<file path="src/rtl/timer_sched_pkg.sv">
// timer_sched_pkg: shared types and constants for the timer scheduler.
package timer_sched_pkg;

    // Scheduler FSM states.
    typedef enum logic [2:0] {
        IDLE   = 3'd0,
        LOAD   = 3'd1,
        START  = 3'd2,
        WAIT   = 3'd3,
        FINISH = 3'd4
    } state_t;

    // Number of cycles tmr_start is held high, so the timer's resync flops
    // are guaranteed to see it.
    localparam int START_CYCLES = 2;
    localparam int START_CNT_W  = 2;

    // Outcome of a service, decided on the cycle the FSM enters FINISH.
    typedef enum logic [1:0] {
        RES_NONE  = 2'd0,
        RES_DONE  = 2'd1,
        RES_ERR   = 2'd2,
        RES_ABORT = 2'd3
    } result_t;

endpackage

</file>
<file path="src/rtl/timer_sched_rr_arbiter.sv">
// rr_arbiter: combinational round-robin pick. The search starts one slot
// after ptr and wraps, so the last-served requester has lowest priority.
module rr_arbiter #(
    parameter int N  = 4,
    parameter int PW = (N > 1) ? $clog2(N) : 1
) (
    input  logic [N-1:0]  req,
    input  logic [PW-1:0] ptr,
    output logic [N-1:0]  winner
);

    logic          found;
    logic [PW-1:0] idx;

    // Walk ptr+1 .. ptr+N (mod N) and keep the first requester found.
    always_comb begin
        winner = '0;
        found  = 1'b0;
        idx    = '0;
        for (int k = 1; k <= N; k++) begin
            idx = PW'((int'(ptr) + k) % N);
            if (!found && req[idx]) begin
                winner[idx] = 1'b1;
                found       = 1'b1;
            end
        end
    end

endmodule

</file>
<file path="src/rtl/timer_sched.sv">
// timer_sched: round-robin sharing of one two-stage timer among N_REQ
// requesters, with watchdog and per-requester done/err pulses.
//
// Handshake: a requester raises req[i] and holds it (with stable dividers)
// until it sees done[i] or err[i]; gnt[i] is high from LOAD until the cycle
// before the pulse. Dropping req[i] while granted aborts the service silently.
module timer_sched
    import timer_sched_pkg::*;
#(
    parameter int N_REQ      = 4,
    parameter int A_WIDTH    = 4,
    parameter int B_WIDTH    = 4,
    parameter int WDOG_WIDTH = 10
) (
    input  logic                       clk,
    input  logic                       rstb,
    input  logic [N_REQ-1:0]           req,
    input  logic [N_REQ*A_WIDTH-1:0]   req_div_a,
    input  logic [N_REQ*B_WIDTH-1:0]   req_div_b,
    output logic [N_REQ-1:0]           gnt,
    output logic [N_REQ-1:0]           done,
    output logic [N_REQ-1:0]           err,
    output logic                       busy,
    output logic                       tmr_enable,
    output logic                       tmr_start,
    output logic [A_WIDTH-1:0]         tmr_div_a,
    output logic [B_WIDTH-1:0]         tmr_div_b,
    input  logic                       tmr_it
);

    localparam int PW = (N_REQ > 1) ? $clog2(N_REQ) : 1;
    localparam logic [PW-1:0] PTR_RST = PW'(N_REQ - 1);
    // Exit one count early so WAIT lasts exactly 2^WDOG_WIDTH-1 cycles.
    localparam logic [WDOG_WIDTH-1:0] WDOG_LAST = {{(WDOG_WIDTH-1){1'b1}}, 1'b0};
    localparam logic [START_CNT_W-1:0] START_LAST = START_CNT_W'(START_CYCLES - 1);

    state_t                  state_q;
    state_t                  state_d;
    result_t                 result;
    logic [PW-1:0]           ptr_q;
    logic [PW-1:0]           gnt_idx;
    logic [N_REQ-1:0]        winner;
    logic [A_WIDTH-1:0]      sel_div_a;
    logic [B_WIDTH-1:0]      sel_div_b;
    logic [START_CNT_W-1:0]  start_cnt;
    logic [WDOG_WIDTH-1:0]   wdog;
    logic                    lost_req;
    logic                    zero_div;
    logic                    wdog_expired;

    rr_arbiter #(.N(N_REQ), .PW(PW)) u_arb (
        .req    (req),
        .ptr    (ptr_q),
        .winner (winner)
    );

    // Route the winner's dividers and encode the current grant as an index.
    always_comb begin
        sel_div_a = '0;
        sel_div_b = '0;
        gnt_idx   = '0;
        for (int i = 0; i < N_REQ; i++) begin
            if (winner[i]) begin
                sel_div_a = req_div_a[i*A_WIDTH +: A_WIDTH];
                sel_div_b = req_div_b[i*B_WIDTH +: B_WIDTH];
            end
            if (gnt[i]) begin
                gnt_idx = PW'(i);
            end
        end
    end

    assign lost_req     = ((req & gnt) == '0);
    assign zero_div     = (tmr_div_a == '0) || (tmr_div_b == '0);
    assign wdog_expired = (wdog == WDOG_LAST);

    // Next-state and service outcome; abort beats done, done beats timeout.
    always_comb begin
        state_d = state_q;
        result  = RES_NONE;
        case (state_q)
            IDLE: begin
                if (|req) state_d = LOAD;
            end
            LOAD: begin
                if (lost_req) begin
                    state_d = FINISH;
                    result  = RES_ABORT;
                end else if (zero_div) begin
                    state_d = FINISH;
                    result  = RES_ERR;
                end else begin
                    state_d = START;
                end
            end
            START: begin
                if (lost_req) begin
                    state_d = FINISH;
                    result  = RES_ABORT;
                end else if (start_cnt == START_LAST) begin
                    state_d = WAIT;
                end
            end
            WAIT: begin
                if (lost_req) begin
                    state_d = FINISH;
                    result  = RES_ABORT;
                end else if (tmr_it) begin
                    state_d = FINISH;
                    result  = RES_DONE;
                end else if (wdog_expired) begin
                    state_d = FINISH;
                    result  = RES_ERR;
                end
            end
            FINISH: begin
                state_d = IDLE;
            end
            default: begin
                state_d = IDLE;
            end
        endcase
    end

    // FSM state register.
    always_ff @(posedge clk or negedge rstb) begin
        if (!rstb) state_q <= IDLE;
        else       state_q <= state_d;
    end

    // Registered outputs, counters and round-robin pointer.
    always_ff @(posedge clk or negedge rstb) begin
        if (!rstb) begin
            gnt        <= '0;
            done       <= '0;
            err        <= '0;
            busy       <= 1'b0;
            tmr_enable <= 1'b0;
            tmr_start  <= 1'b0;
            tmr_div_a  <= '0;
            tmr_div_b  <= '0;
            start_cnt  <= '0;
            wdog       <= '0;
            ptr_q      <= PTR_RST;
        end else begin
            done <= '0;
            err  <= '0;
            busy <= (state_d != IDLE);

            // Grant and capture the winner's dividers on leaving IDLE.
            if (state_q == IDLE && state_d == LOAD) begin
                gnt        <= winner;
                tmr_div_a  <= sel_div_a;
                tmr_div_b  <= sel_div_b;
                tmr_enable <= 1'b1;
            end

            if (state_q == LOAD && state_d == START) begin
                tmr_start <= 1'b1;
                start_cnt <= '0;
            end

            if (state_q == START) begin
                start_cnt <= start_cnt + 1'b1;
            end

            if (state_q == START && state_d == WAIT) begin
                tmr_start <= 1'b0;
                wdog      <= '0;
            end

            if (state_q == WAIT) begin
                wdog <= wdog + 1'b1;
            end

            // FINISH is only ever entered from LOAD/START/WAIT, so this fires
            // once per service.
            if (state_d == FINISH) begin
                gnt        <= '0;
                tmr_enable <= 1'b0;
                tmr_start  <= 1'b0;
                ptr_q      <= gnt_idx;
                if (result == RES_DONE) done <= gnt;
                if (result == RES_ERR)  err  <= gnt;
            end
        end
    end

endmodule

</file>
<file path="config.mk">
export PLATFORM = sky130hd
export DESIGN_NAME = timer_sched
export DESIGN_NICKNAME = d
export VERILOG_FILES = /design/src/rtl/timer_sched_pkg.sv /design/src/rtl/timer_sched_rr_arbiter.sv /design/src/rtl/timer_sched.sv
export SDC_FILE = /design/constraint.sdc
export NUM_CORES = 1
export LEC_CHECK = 0
export ABC_AREA = 1
export BUFFER_PORTS_ARGS = -buffer_cell sky130_fd_sc_hd__buf_2
export CAP_MARGIN = 20
export CORE_MARGIN = 5
export CORE_UTILIZATION = 30
export DETAILED_ROUTE_END_ITERATION = 10
export GPL_TIMING_DRIVEN = 0
export PLACE_DENSITY = 0.58
export SKIP_LAST_GASP = 1
export SLEW_MARGIN = 5
export SYNTH_ARGS = -nofsm -noshare
export SYNTH_HDL_FRONTEND = slang
export SYNTH_SLANG_ARGS = --single-unit
</file>
<file path="constraint.sdc">
create_clock -name clk -period 4 [get_ports clk]
set_clock_uncertainty 0.2 [all_clocks]
set_input_delay 0.4 -clock clk [delete_from_list [all_inputs] [get_ports clk]]
set_output_delay 0.4 -clock clk [all_outputs]
set_load 0.02 [all_outputs]
</file>
# [After elaboration in Yosys (flattened, before gate mapping)]
# Index checks and enable logic that the tools add are counted.
[op_classes] addsub=6 n_mul=0 div=0 order_cmp=8 n_eq_ne=11 shifts=0 muxes=65 n_bitwise=4 n_reduce_logical=24
[ops] cell="2-to-1 mux 4 bit" n=18
[ops] cell="2-to-1 mux 3 bit" n=8
[ops] cell="2-to-1 mux 10 bit" n=2
[ops] cell="2-to-1 mux 2 bit" n=10
[ops] cell="2-to-1 mux 1 bit" n=17
[ops] cell="== test 3 x 2 -> 1 bit (second input constant)" n=4
[ops] cell="zero test 4 bit" n=3
[ops] cell="< comparator 2 x 3 -> 1 bit (second input constant)" n=4
[ops] cell="OR 4 bit" n=3
[ops] cell="case mux 3 bit (4 select lines)" n=1
[ops] cell="adder 10 x 1 -> 10 bit (second input constant)" n=1
[ops] cell="== test 10 bit (second input constant)" n=1
[ops] cell="logical AND 1 bit" n=10
[ops] cell="binary-select mux 1 bit (select 2 bit)" n=4
[ops] cell="demux 1 bit (select 2 bit)" n=4
[ops] cell=">= comparator 2 x 1 -> 1 bit (second input constant)" n=4
[ops] cell="adder 2 x 1 -> 2 bit (second input constant)" n=3
[ops] cell="== test 3 x 1 -> 1 bit (second input constant)" n=2
[ops] cell="case mux 2 bit (3 select lines)" n=1
[ops] cell="nonzero test 2 bit" n=3
[ops] cell="nonzero test 3 bit" n=2
[ops] cell="adder 2 bit (second input constant)" n=2
[ops] cell="bitwise AND 4 bit" n=1
[ops] cell="== test 2 x 1 -> 1 bit (second input constant)" n=2
[ops] cell="6 further kinds" n=8
[word_totals] register_bits=40 latch_bits=0 ram_bits=0 romBits=0 inputBits=39 out_inout_bits=23 wordCells=130 mem_count=0

# [Depth between registers and ports, before layout]
# Gate-level depths: netlist of the first run.
[logic_depth] word_depth=17 mapped_depth=15 mapped_depth_nobuf=15

# [Modules after synthesis]
# Synthesis of the first run repeated with hierarchy kept, for this count alone.
[unflattened] hier_cells=363 area_unflattened_um2=2640.0
[modules_own_cells] module="timer_sched" n_inst=1 cells_per_inst=288 area_each_um2=2218.4 seq_area_each_um2=1003.5
[modules_own_cells] module="rr_arbiter" n_inst=1 cells_per_inst=75 area_each_um2=421.7 seq_area_each_um2=0.0

# [Worst setup path after synthesis of the first run]
# No wires, ideal clock.
[synth_timing] path_type="register to register" start="register ptr_q[0]" end="register tmr_div_a[2]" setup_ns=0.116 arrival_ns=2.095 required_ns=3.684 setup_slack_ns=1.589 stages_incl_launch_ff=16 path_buffers=1 synth_period_minus_slack_ns=2.411 path_cell_list="dfstp_2 > inv_2 > ha_1 > inv_1 > nand3_2 > nand2_4 > nand2_4 > nor2_8 > nand2_2 > nand3b_4 > buf_8 > a21oi_2 > nand2_1 > nand2_1 > nand2_1 > nand2_1"
[synth_between] elab_chain_cells=17 elab_cells_between_ends=52 cone_classes="add/sub (4); order compare (8); mux (27); bitwise (3); reduce/logical (10)"
[synth_lines] item="from (decl)" line="timer_sched.sv:40" rtl="logic [PW-1:0] ptr_q;"
[synth_lines] item="from (signal assigned)" line="timer_sched.sv:182" rtl="ptr_q <= gnt_idx;"
[synth_lines] item="parallel branches: the longest is 12 deep, another holds < comparator 2 x 3 -> 1 bit"
[synth_lines] item="2-to-1 mux 4 bit *" line="timer_sched_rr_arbiter.sv:22" rtl="if (!found && req[idx]) begin"
[synth_lines] item="2-to-1 mux 4 bit (3 in a row)" line="timer_sched.sv:63" rtl="if (winner[i]) begin"
[synth_lines] item="2-to-1 mux 4 bit *" line="timer_sched.sv:63"
[synth_lines] item="to (signal assigned)" line="timer_sched.sv:153" rtl="tmr_div_a <= sel_div_a;"
[synth_lines] item="to (decl)" line="timer_sched.sv:26" rtl="output logic [A_WIDTH-1:0] tmr_div_a,"
# Every way passes the cells marked *. The select of a mux whose other input is x is not followed.
# A chain may end at the register's enable or synchronous reset.

# [Worst setup path after layout of the first run]
[layout_timing] start="register ptr_q[0]" end="register tmr_div_a[0]"
# Same word-level chain as after synthesis.

==> out/results.ini, run 1 <==
[outcome]
status = complete, no violations

[logic_synthesis]
netlist_area_um2 = 2530
syn_inst = 347
ys.flop_type = dfrtp_1
synth_edf_count = 0
synth_largest_area_cell = dfrtp_1
postSynthAreaPerCell_um2 = 7.29
synthesis.nets = 397
synth-seq-cells = 40
synth_top_area_share = 0.376
yosys-top-cells-area = dfrtp_1 38%, nand2_1 15%, nor2_1 6.5%
async_reset_ff_frac = 1.00
yosys_warnings = 0
synth_cell_type_count = 31
seq_area_frac_synth = 0.397

[clocking]
cts.root.buffer_cell = clkbuf_8
ctsHoldBuffers = 0
clk_path_buf_depth = 2
h-tree-depth = 2
cts_made_buffers = 5
cts.sinks = 40
clk_pin_slew_ns = 0.08
insertion_delay_ns = 0.29
cts_resized = 0
post-cts-setup-buffer-count = 0
cts_tree = yes

[sta]
period_share = 0.688
tns_ns = 0
worst_pin_slew_ns = 0.880
fmax_mhz = 364
hold_viol = 0
worst_hold_slack_ns = 0.0191
rsz0062_at_grt = false
setup-violations-final = 0
fin_crit_ns = 2.75
setup_ws_ns = 1.25
maxSlewViolCount = 0
slew_headroom = 0.413

[placed_design]
gp_congestion = 0.820
dp_slack_ns = 1.28
place_hpwl_mm = 5.15
placed_area_um2 = 2970
dpl.cell_count = 513
io_buffers = 61

[route]
dr_total_vias = 2404
viasPerCell = 4.61
ant_nets = 0
drt_iter0_markers = 152
first_pass_iters = 5
drc = 0
wl_per_cell_um = 12.4
wl_mm = 6.46

[die]
start_util = 0.308
io_pins = 62
die-width_um = 102
die_y_um = 102
core-area_um2 = 8220
rows = 33
die_area_um2 = 10400

[finish]
layout-drive-gt1-share = 0.226
fin_nets = 465
antennaDiodeCount = 0
syn2layout_area_growth_pct = 20.7
design_area_um2 = 3050
utilization = 0.372
stdcell_count = 521

[min_path]
min_path_type = in2async

[global_routing]
grt_max_degree = 41
antenna_found_initial = 0
grt_pass1_vias = 2389
grt_overflow_total = 0
grt_first_pass_wirelength_mm = 10.9
track_usage = 0.130

[power]
power.total_mw = 2.59
peakVddDrop_mv = 0.240
p_leak_nw = 1.68
powerDensity_nw_per_um2 = 848

[setup_path]
crit_path_top_delay_cell = dfstp_2
path_class = reg2reg
cp_cell_sequence = inv_2 > ha_1 > inv_1 > nand3_2 > nand2_4 > nand2_4 > nor2_8 > nand2_1 > nand2_2 > inv_2 > nor2_1 > nor2_1 > nand2_1 > nand2_1
cp-end-kind = register
cp_max_fo = 11
slowest_delay_ns = 0.66
worst_path_most_repeated_cell = nand2_1
cp.arrival_ns = 2.74
crit_path_start_kind = register
worstPathRequired_ns = 3.99

[run]
maxCapViolations = 0

==> cells by family after synthesis <==
kind of cell             count (synthesis)  share of synthesized area
adder cells (fa/ha/maj)                 11                     0.0544
buffers and inverters                   48                     0.0781
flip-flops                              40                      0.397
XOR/XNOR                                 1                    0.00346
AO/OA/AOI/OAI                           51                      0.113
AND/OR/NAND/NOR                        196                      0.354
==> area by class of cell <==
cell class / instances / area, um^2
inverter: 45 / 171
fill: 868 / 5160
clock inverter: 3 / 18.8
multi-input combinational: 259 / 1330
sequential: 40 / 1000
clock buffer: 5 / 68.8
timing repair buffer: 61 / 305
tap: 105 / 131
buffer: 3 / 26.3
==> layer usage <==
metal	GRT usage	vias to the layer above	wire length (um)
li1	-	1255	-
met1	0.170	1111	2930
met3	0.0177	11	160
met4	0.0515	0	125
met5	0	-	0
met2	0.219	27	3240
==> layout by cell type (no fill, tap or decap), types with 4 or more instances in the layout <==
master / Yosys / routed
a21oi_1: 20 / 20
buf_2: 0 / 61
clkbuf_8: 0 / 5
dfrtp_1: 38 / 38
ha_1: 11 / 11
inv_1: 40 / 40
inv_2: 4 / 4
nand2_1: 100 / 100
nand2_2: 6 / 6
nand3_1: 26 / 26
nor2_1: 44 / 44
nor3_1: 8 / 8
o21ai_0: 16 / 16
o22ai_1: 9 / 9
==> cell usage after synthesis, types with 2 or more instances <==
library cell / n
o32ai_1: 2
nand2_4: 2
ha_1: 11
dfrtp_1: 38
nand4_1: 2
inv_2: 4
o22ai_1: 9
nand2_1: 100
nor3_1: 8
a21oi_1: 20
nor2_1: 44
o21ai_0: 16
dfstp_2: 2
inv_1: 40
nand3_1: 26
nand2_2: 6
nand3_4: 2
nand3_2: 2
==> worst paths after layout <==
check | startpoint | to | slack, ns | cells past startpoint
setup / recovery | ptr_q[0]$_DFFE_PN1P_ | tmr_div_a[0]$_DFFE_PN0P_ | 1.25 | 14
hold / removal | rstb | wdog[4]$_DFFE_PN0P_ | 0.02 | 1
setup reg to reg | ptr_q[0]$_DFFE_PN1P_ | tmr_div_a[0]$_DFFE_PN0P_ | 1.25 | 14
hold reg to reg | tmr_enable$_DFFE_PN0P_ | tmr_enable$_DFFE_PN0P_ | 0.28 | 2
max in group asynchronous | rstb | gnt[3]$_DFFE_PN0P_ | 3.02 | 1
min in group clk | req_div_b[11] | tmr_div_b[3]$_DFFE_PN0P_ | 0.23 | 5
==> worst max-delay path, delay by kind of cell, from the launching register on <==
family / cells / cell delay, ns
AND/OR/NAND/NOR: 10 / 1.03
flip-flops: 1 / 0.66
buffers and inverters: 3 / 0.38
adder cells (fa/ha/maj): 1 / 0.38
==> flip-flops by register name, summed over array words and instances (netlist names) <==
signal	count
busy	1
done	4
err	4
gnt	4
ptr_q	2
start_cnt	2
state_q	3
tmr_div_a	4
tmr_div_b	4
tmr_enable	1
tmr_start	1
wdog	10
==> power breakdown <==
part | switching (mW) | internal, mW
clock | 0.141 | 0.121
sequential | 0.116 | 0.573
combinational | 1.08 | 0.560
No activity file was read; power rests on OpenSTA's default activity.
==> run 2, diff against run 1 <==
Clock period 4 ns to 2.6 ns, I/O delays scaled along.
==> run 2 against run 1 <==
Compared with the run above:
- first-iteration DRC count down 2.0%
- non-clock buffer count up 6
- maximum frequency up 13%
- global-route usage up 0.13 points
- setup slack worse by 1.1 ns
- combinational power up 66%
- register-to-register slack worse by 1.1 ns
- largest cell class unchanged
- largest power group unchanged
- sequential cell count unchanged
- wire length up 3.4%
==> out/results.ini, run 2 (synthesized netlist as in run 1, its figures left out) <==
[route]
viasPerCell = 4.64  ; +0.64%
dr_total_vias = 2452  ; +2.0%
ant_nets = 0  ; unchanged
first_pass_iters = 4  ; -1
drc = 0  ; unchanged
wl_mm = 6.68  ; +3.4%
wl_per_cell_um = 12.7  ; +2.1%
drt_iter0_markers = 149  ; -2.0%

[finish]
fin_nets = 472  ; +1.5%
design_area_um2 = 3160  ; +3.4%
multi_input_area_um2 = 1380  ; +3.7%
largest_register_ffs = 10  ; unchanged
stdcell_count = 528  ; +1.3%
layout-drive-gt1-share = 0.248  ; +0.0223
layout_commonest_cell = nand2_1
final_cell_mix = 98 x nand2_1, 61 x buf_2, 44 x nor2_1
fillers = 869  ; +0.12%
largest_register = wdog
syn2layout_area_growth_pct = 24.8
antennaDiodeCount = 0  ; unchanged
seq_area_um2 = 1000  ; unchanged

[clocking]
clk_pin_slew_ns = 0.08  ; about the same
cts_tree = yes
clk_path_buf_depth = 2  ; unchanged
cts.sinks = 40  ; unchanged
insertion_delay_ns = 0.29  ; about the same
cts_made_buffers = 5  ; unchanged
cts.root.buffer_cell = clkbuf_8
h-tree-depth = 2  ; unchanged

[sta]
setup_ws_ns = 0.170  ; -1.08 ns
hold_viol = 0  ; unchanged
fin_crit_ns = 2.43  ; -0.321 ns
maxSlewViolCount = 0  ; unchanged
worst_pin_slew_ns = 0.880  ; -0.000542 ns
setup-violations-final = 0  ; unchanged
fmax_mhz = 412  ; +13%
period_share = 0.934  ; +0.247
slew_headroom = 0.414  ; about the same

[die]
start_util = 0.308  ; unchanged
core-area_um2 = 8220  ; unchanged
io_pins = 62  ; unchanged
die-width_um = 102  ; unchanged
die_area_um2 = 10400  ; unchanged
die_y_um = 102  ; unchanged
rows = 33  ; unchanged

[power]
peakVddDrop_mv = 0.399  ; +66%
p_leak_nw = 1.72  ; +2.5%
powerDensity_nw_per_um2 = 1320  ; +55%

[placed_design]
placed_area_um2 = 2970  ; unchanged
gp_congestion = 0.820  ; unchanged
place_hpwl_mm = 5.15  ; unchanged
io_buffers = 61  ; unchanged
dpl.cell_count = 513  ; unchanged
dp_slack_ns = -0.124  ; -1.40 ns

[setup_path]
cp.arrival_ns = 2.42  ; -0.32 ns
path_class = reg2reg
worst_path_most_repeated_cell = nand2_1
slowest_delay_ns = 0.54  ; -0.12 ns
crit_buf_inv = 3  ; unchanged
crit_path_top_delay_cell = dfstp_2
crit_path_start_kind = register
worstPathRequired_ns = 2.59  ; -1.40 ns
cp_max_fo = 11  ; unchanged
cpLargestDelayFamily = simple AND/OR/NAND/NOR gates
cp-end-kind = register
cp_cell_sequence = inv_2 > ha_4 > inv_1 > nand3_4 > nand2_4 > nand2_4 > nor2_8 > nand2_2 > nand3b_4 > buf_8 > a21oi_2 > nand2_1 > nand2_1 > nand2_1 > nand2_1

[global_routing]
track_usage = 0.131  ; +0.00128
grt_first_pass_wirelength_mm = 11.0  ; +1.1%
grt_pass1_vias = 2401  ; +0.50%
grt_max_degree = 41  ; unchanged
grt_overflow_total = 0  ; unchanged
antenna_found_initial = 0  ; unchanged

[run]
maxCapViolations = 0  ; unchanged

[outcome]
status = complete, no violations

[min_path]
min_path_type = in2reg

run 2: per-stage QoR:
stage | TNS (ns) | power [mW] | hold slack [ns] | utilization
after floorplan | 0 | 2.97 | -0.236 | -
final | 0 | 4.16 | 0.0862 | 0.384
after global routing | -0.00177 | 4.61 | 0.103 | 0.384
after detailed placement | -0.844 | 3.60 | 0.232 | 0.361
after global placement | -0.551 | 3.57 | 0.232 | 0.361
after CTS | 0 | 4.05 | 0.0859 | 0.376
run 2: layout make-up:
| type | count | share of cell area |
|---|---|---|
| plain buffers | 3 | 0.00832 |
| clock buffers | 5 | 0.0218 |
| clock inverters | 3 | 0.00595 |
| inverters | 45 | 0.0563 |
| multi-input cells | 260 | 0.436 |
| flip-flops and latches | 40 | 0.318 |
| well taps | 105 | 0.0416 |
| repair buffers | 67 | 0.112 |
run 2: timing repair:
action	4_1_cts	5_1_grt
resized for setup	1	8
setup buffers	3	2
endpoints found under the hold margin	38	0
pin swaps	0	3
hold buffers	1	0
gates cloned	0	1
setup endpoints to repair	8	9
run 2: tightest hold or removal path, delay by kind of cell:
family | cells | cell delay (ns)
buffers and inverters | 1 | 0.07
AO/OA/AOI/OAI | 1 | 0.05
AND/OR/NAND/NOR | 3 | 0.16
run 2: report_power, final:
part	switching [mW]	leakage [nW]	internal [mW]
Combinational	1.75	1.17	0.964
Clock	0.217	0.0479	0.187
Sequential	0.156	0.500	0.881
run 2: path summary, 6_finish.rpt:
check | cells after the start | from | slack [ns] | end
worst max-delay path | 15 | ptr_q[0]$_DFFE_PN1P_ | 0.17 | tmr_div_a[2]$_DFFE_PN0P_
worst min-delay path | 5 | req_div_b[11] | 0.09 | tmr_div_b[3]$_DFFE_PN0P_
worst max register to register | 15 | ptr_q[0]$_DFFE_PN1P_ | 0.17 | tmr_div_a[2]$_DFFE_PN0P_
worst min register to register | 2 | tmr_enable$_DFFE_PN0P_ | 0.28 | tmr_enable$_DFFE_PN0P_
max in group asynchronous | 2 | rstb | 1.22 | gnt[3]$_DFFE_PN0P_
min in group asynchronous | 2 | rstb | 0.42 | wdog[4]$_DFFE_PN0P_
run 2: per-layer routing:
| metal | track usage | up-vias | routed length, um |
|---|---|---|---|
| met3 | 0.0171 | 11 | 185 |
| met5 | 0 | - | 0 |
| met2 | 0.220 | 30 | 3380 |
| met4 | 0.0515 | 0 | 124 |
| met1 | 0.173 | 1143 | 3000 |
| li1 | - | 1268 | - |
==> run 3, diff against run 2 <==
Settings changed: SYNTH_HIERARCHICAL from default to 1.
==> run 3 against run 2 <==
Compared with the run above:
- sequential cell count is the same
- wire length up 0.10%
- sequential share of layout area decreased by 1.4 points
- die area up 3.9%
- hold slack got worse by 0.0021 ns
- cell area up 4.7%
- sequential power up 5%
- global-route usage fell by 0.61 points
- clock power rose by 5.2%
- combinational power is 2% lower
- maximum frequency down 6.5%
- critical path depth up 2
==> out/results.ini, run 3 <==
[setup_path]
cpLargestDelayFamily = simple AND/OR/NAND/NOR gates
slowest_delay_ns = 0.58  ; +0.04 ns
worstPathRequired_ns = 2.63  ; +0.04 ns
cp.arrival_ns = 2.63  ; +0.21 ns
cp-end-kind = register
crit_buf_inv = 4  ; +1
cp_cell_sequence = clkinvlp_4 > ha_4 > inv_2 > nand3_4 > nand2_4 > nand2_4 > inv_2 > nand3_2 > nand3_2 > buf_6 > nor2_4 > nand2_1 > nand2_1 > o21ai_0 > o21ai_1 > nand2_1 > nand2_1
crit_path_start_kind = register
cp_max_fo = 8  ; -3
crit_path_top_delay_cell = dfstp_2
worst_path_most_repeated_cell = nand2_1
path_class = reg2reg

[finish]
fin_nets = 489  ; +3.6%
final_cell_mix = 113 x nand2_1, 64 x buf_2, 38 x nand3_1, 38 x dfrtp_1, 31 x inv_1
design_area_um2 = 3300  ; +4.7%
largest_register_ffs = 10  ; unchanged
layout_commonest_cell = nand2_1
layout-drive-gt1-share = 0.302  ; +0.0540
largest_register = wdog
antennaDiodeCount = 0  ; unchanged
syn2layout_area_growth_pct = 25.2

[logic_synthesis]
yosys_warnings = 6  ; +6
synth_edf_count = 0  ; unchanged
synth-seq-cells = 40  ; unchanged
synth_top_area_share = 0.360  ; -0.0157
synth_largest_area_cell = dfrtp_1
netlist_area_um2 = 2640  ; +4.4%
synth_common_cells = 116 x nand2_1, 41 x nand3_1, 38 x dfrtp_1, 34 x inv_1, 22 x o21ai_0
seq_area_frac_synth = 0.380  ; -0.0165
synthesis.nets = 413  ; +4.0%
postSynthAreaPerCell_um2 = 7.27  ; -0.25%
yosys-top-cells-area = dfrtp_1 36%, nand2_1 16%, nand3_1 7.8%
yosysMostFrequentCell = nand2_1
syn_inst = 363  ; +4.6%
async_reset_ff_frac = 1.00  ; unchanged
ys.flop_type = dfrtp_1
synth_cell_type_count = 26  ; -16%

[die]
die_y_um = 104  ; +1.9%
die_area_um2 = 10800  ; +3.9%
io_pins = 62  ; unchanged
die-width_um = 104  ; +1.9%
rows = 34  ; +3.0%
start_util = 0.306  ; -0.00219
core-area_um2 = 8640  ; +5.1%

[sta]
fin_crit_ns = 2.60  ; +0.170 ns
period_share = 1.00  ; +0.0653
worst_pin_slew_ns = 0.880  ; -0.000194 ns
worst_hold_slack_ns = 0.0841  ; -0.00214 ns
setup_ws_ns = 0.000441  ; -0.170 ns
maxSlewViolCount = 0  ; unchanged
hold_viol = 0  ; unchanged
fmax_mhz = 385  ; -6.5%
setup-violations-final = 0  ; unchanged
tns_ns = 0  ; unchanged
rsz0062_at_grt = true
slew_headroom = 0.414  ; about the same

[clocking]
cts.root.buffer_cell = clkbuf_8
insertion_delay_ns = 0.29  ; about the same
cts.sinks = 40  ; unchanged
clk_path_buf_depth = 2  ; unchanged
cts_made_buffers = 5  ; unchanged
cts_tree = yes
clk_pin_slew_ns = 0.08  ; about the same
h-tree-depth = 2  ; unchanged

[global_routing]
grt_pass1_vias = 2518  ; +4.9%
grt_overflow_total = 0  ; unchanged
antenna_found_initial = 0  ; unchanged
globalRoute.busiestLayer = met2
track_usage = 0.125  ; -0.00609
grt_first_pass_wirelength_mm = 11.4  ; +4.3%
grt_max_degree = 41  ; unchanged
grt_use_met3 = 0.0367  ; +0.0196
use_met2 = 0.209  ; -0.0103
global_route.usage.met1 = 0.160  ; -0.0132

[min_path]
min_path_type = in2reg

[route]
wl_per_cell_um = 12.2  ; -3.5%
drc = 0  ; unchanged
drt_iter0_markers = 104  ; -30%
viasPerCell = 4.65  ; +0.20%
first_pass_iters = 4  ; unchanged
dr_total_vias = 2550  ; +4.0%
wl_mm = 6.69  ; +0.10%
ant_nets = 0  ; unchanged

[placed_design]
io_buffers = 61  ; unchanged
placed_area_um2 = 3080  ; +3.8%
place_hpwl_mm = 5.09  ; -1.3%
gp_congestion = 0.880  ; +7.3%
dp_slack_ns = -0.430  ; -0.306 ns

[power]
p_leak_nw = 1.75  ; +1.7%
powerDensity_nw_per_um2 = 1270  ; -3.9%
peakVddDrop_mv = 0.539  ; +35%

[outcome]
status = complete, no violations

[run]
maxCapViolations = 0  ; unchanged

==> run 3: changes by cell type in the layout (fill, tap and decap cells not counted), moves of 7 or more <==
cell / previous run / this run
a21oi_1: 20 / 11
o21ai_1: 0 / 16
inv_1: 39 / 31
nand2_4: 2 / 9
nand2_1: 98 / 113
nand3_1: 25 / 38
nor2_1: 44 / 21
==> run 3: timing repair <==
action / CTS / global route
hold buffers: 1 / 0
gates cloned: 1 / 0
endpoints found under the hold margin: 38 / 0
setup buffers: 4 / 3
endpoints found under the setup margin: 9 / 8
resized for setup: 17 / 8
pin swaps: 8 / 18
==> run 3: final timing paths <==
path / from / endpoint / slack, ns / depth (start not counted)
setup / recovery: ptr_q[1]$_DFFE_PN1P_ / tmr_div_a[3]$_DFFE_PN0P_ / 0.0004 / 17
hold / removal: req_div_b[15] / tmr_div_b[3]$_DFFE_PN0P_ / 0.08 / 5
setup reg to reg: ptr_q[1]$_DFFE_PN1P_ / tmr_div_a[3]$_DFFE_PN0P_ / 0.0004 / 17
hold reg to reg: tmr_enable$_DFFE_PN0P_ / tmr_enable$_DFFE_PN0P_ / 0.28 / 2
max in group asynchronous: rstb / state_q[0]$_DFF_PN0_ / 1.23 / 2
min in group asynchronous: rstb / done[0]$_DFF_PN0_ / 0.42 / 2
==> run 3: final cells by class <==
| class | instances | area, um^2 |
|---|---|---|
| clock buffer | 6 | 82.6 |
| tap | 108 | 135 |
| sequential | 40 | 1000 |
| timing repair buffer | 70 | 373 |
| multi-input combinational | 275 | 1490 |
| clock inverter | 2 | 10.0 |
| buffer | 6 | 43.8 |
| fill | 911 | 5330 |
| inverter | 41 | 163 |
==> run 3: worst reg2reg max path, cell delays in order, from the launching register on <==
cell,delay (ns)
dfstp_2,0.58
clkinvlp_4,0.11
ha_4,0.30
inv_2,0.05
nand3_4,0.08
nand2_4,0.08
nand2_4,0.09
inv_2,0.05
nand3_2,0.06
nand3_2,0.09
buf_6,0.14
nor2_4,0.19
nand2_1,0.08
nand2_1,0.06
o21ai_0,0.09
o21ai_1,0.16
nand2_1,0.07
nand2_1,0.06
==> run 3: metrics by stage <==
stage	util	power, mW	cells
after floorplan	-	2.91	363
after global placement	0.357	3.48	532
after detailed placement	0.357	3.54	532
after CTS	0.379	4.15	545
after global routing	0.383	4.62	548
final	0.383	4.18	548
==> run 3: power breakdown <==
group / internal (mW) / switching (mW)
Combinational: 0.980 / 1.69
Sequential: 0.876 / 0.210
Clock: 0.212 / 0.213
==> run 3: cell families (layout without fill, tap and decap cells) <==
| kind of cell | count (synthesis) | after routing | share of synthesized area |
|---|---|---|---|
| DFF | 40 | 40 | 0.380 |
| AOI/OAI and AO/OA | 45 | 45 | 0.0872 |
| xor gates and xnor gates | 1 | 1 | 0.00332 |
| and+or+nand+nor | 218 | 218 | 0.404 |
| adders and majority gates | 11 | 11 | 0.0521 |
| buffers and inverters | 48 | 125 | 0.0730 |
==> run 3: metal layers <==
metal,wire (um),vias up,share of wire
li1,-,1323,-
met1,3080,1145,0.46
met2,3090,75,0.46
met3,465,7,0.070
met4,57,0,0.0085
met5,0,-,0
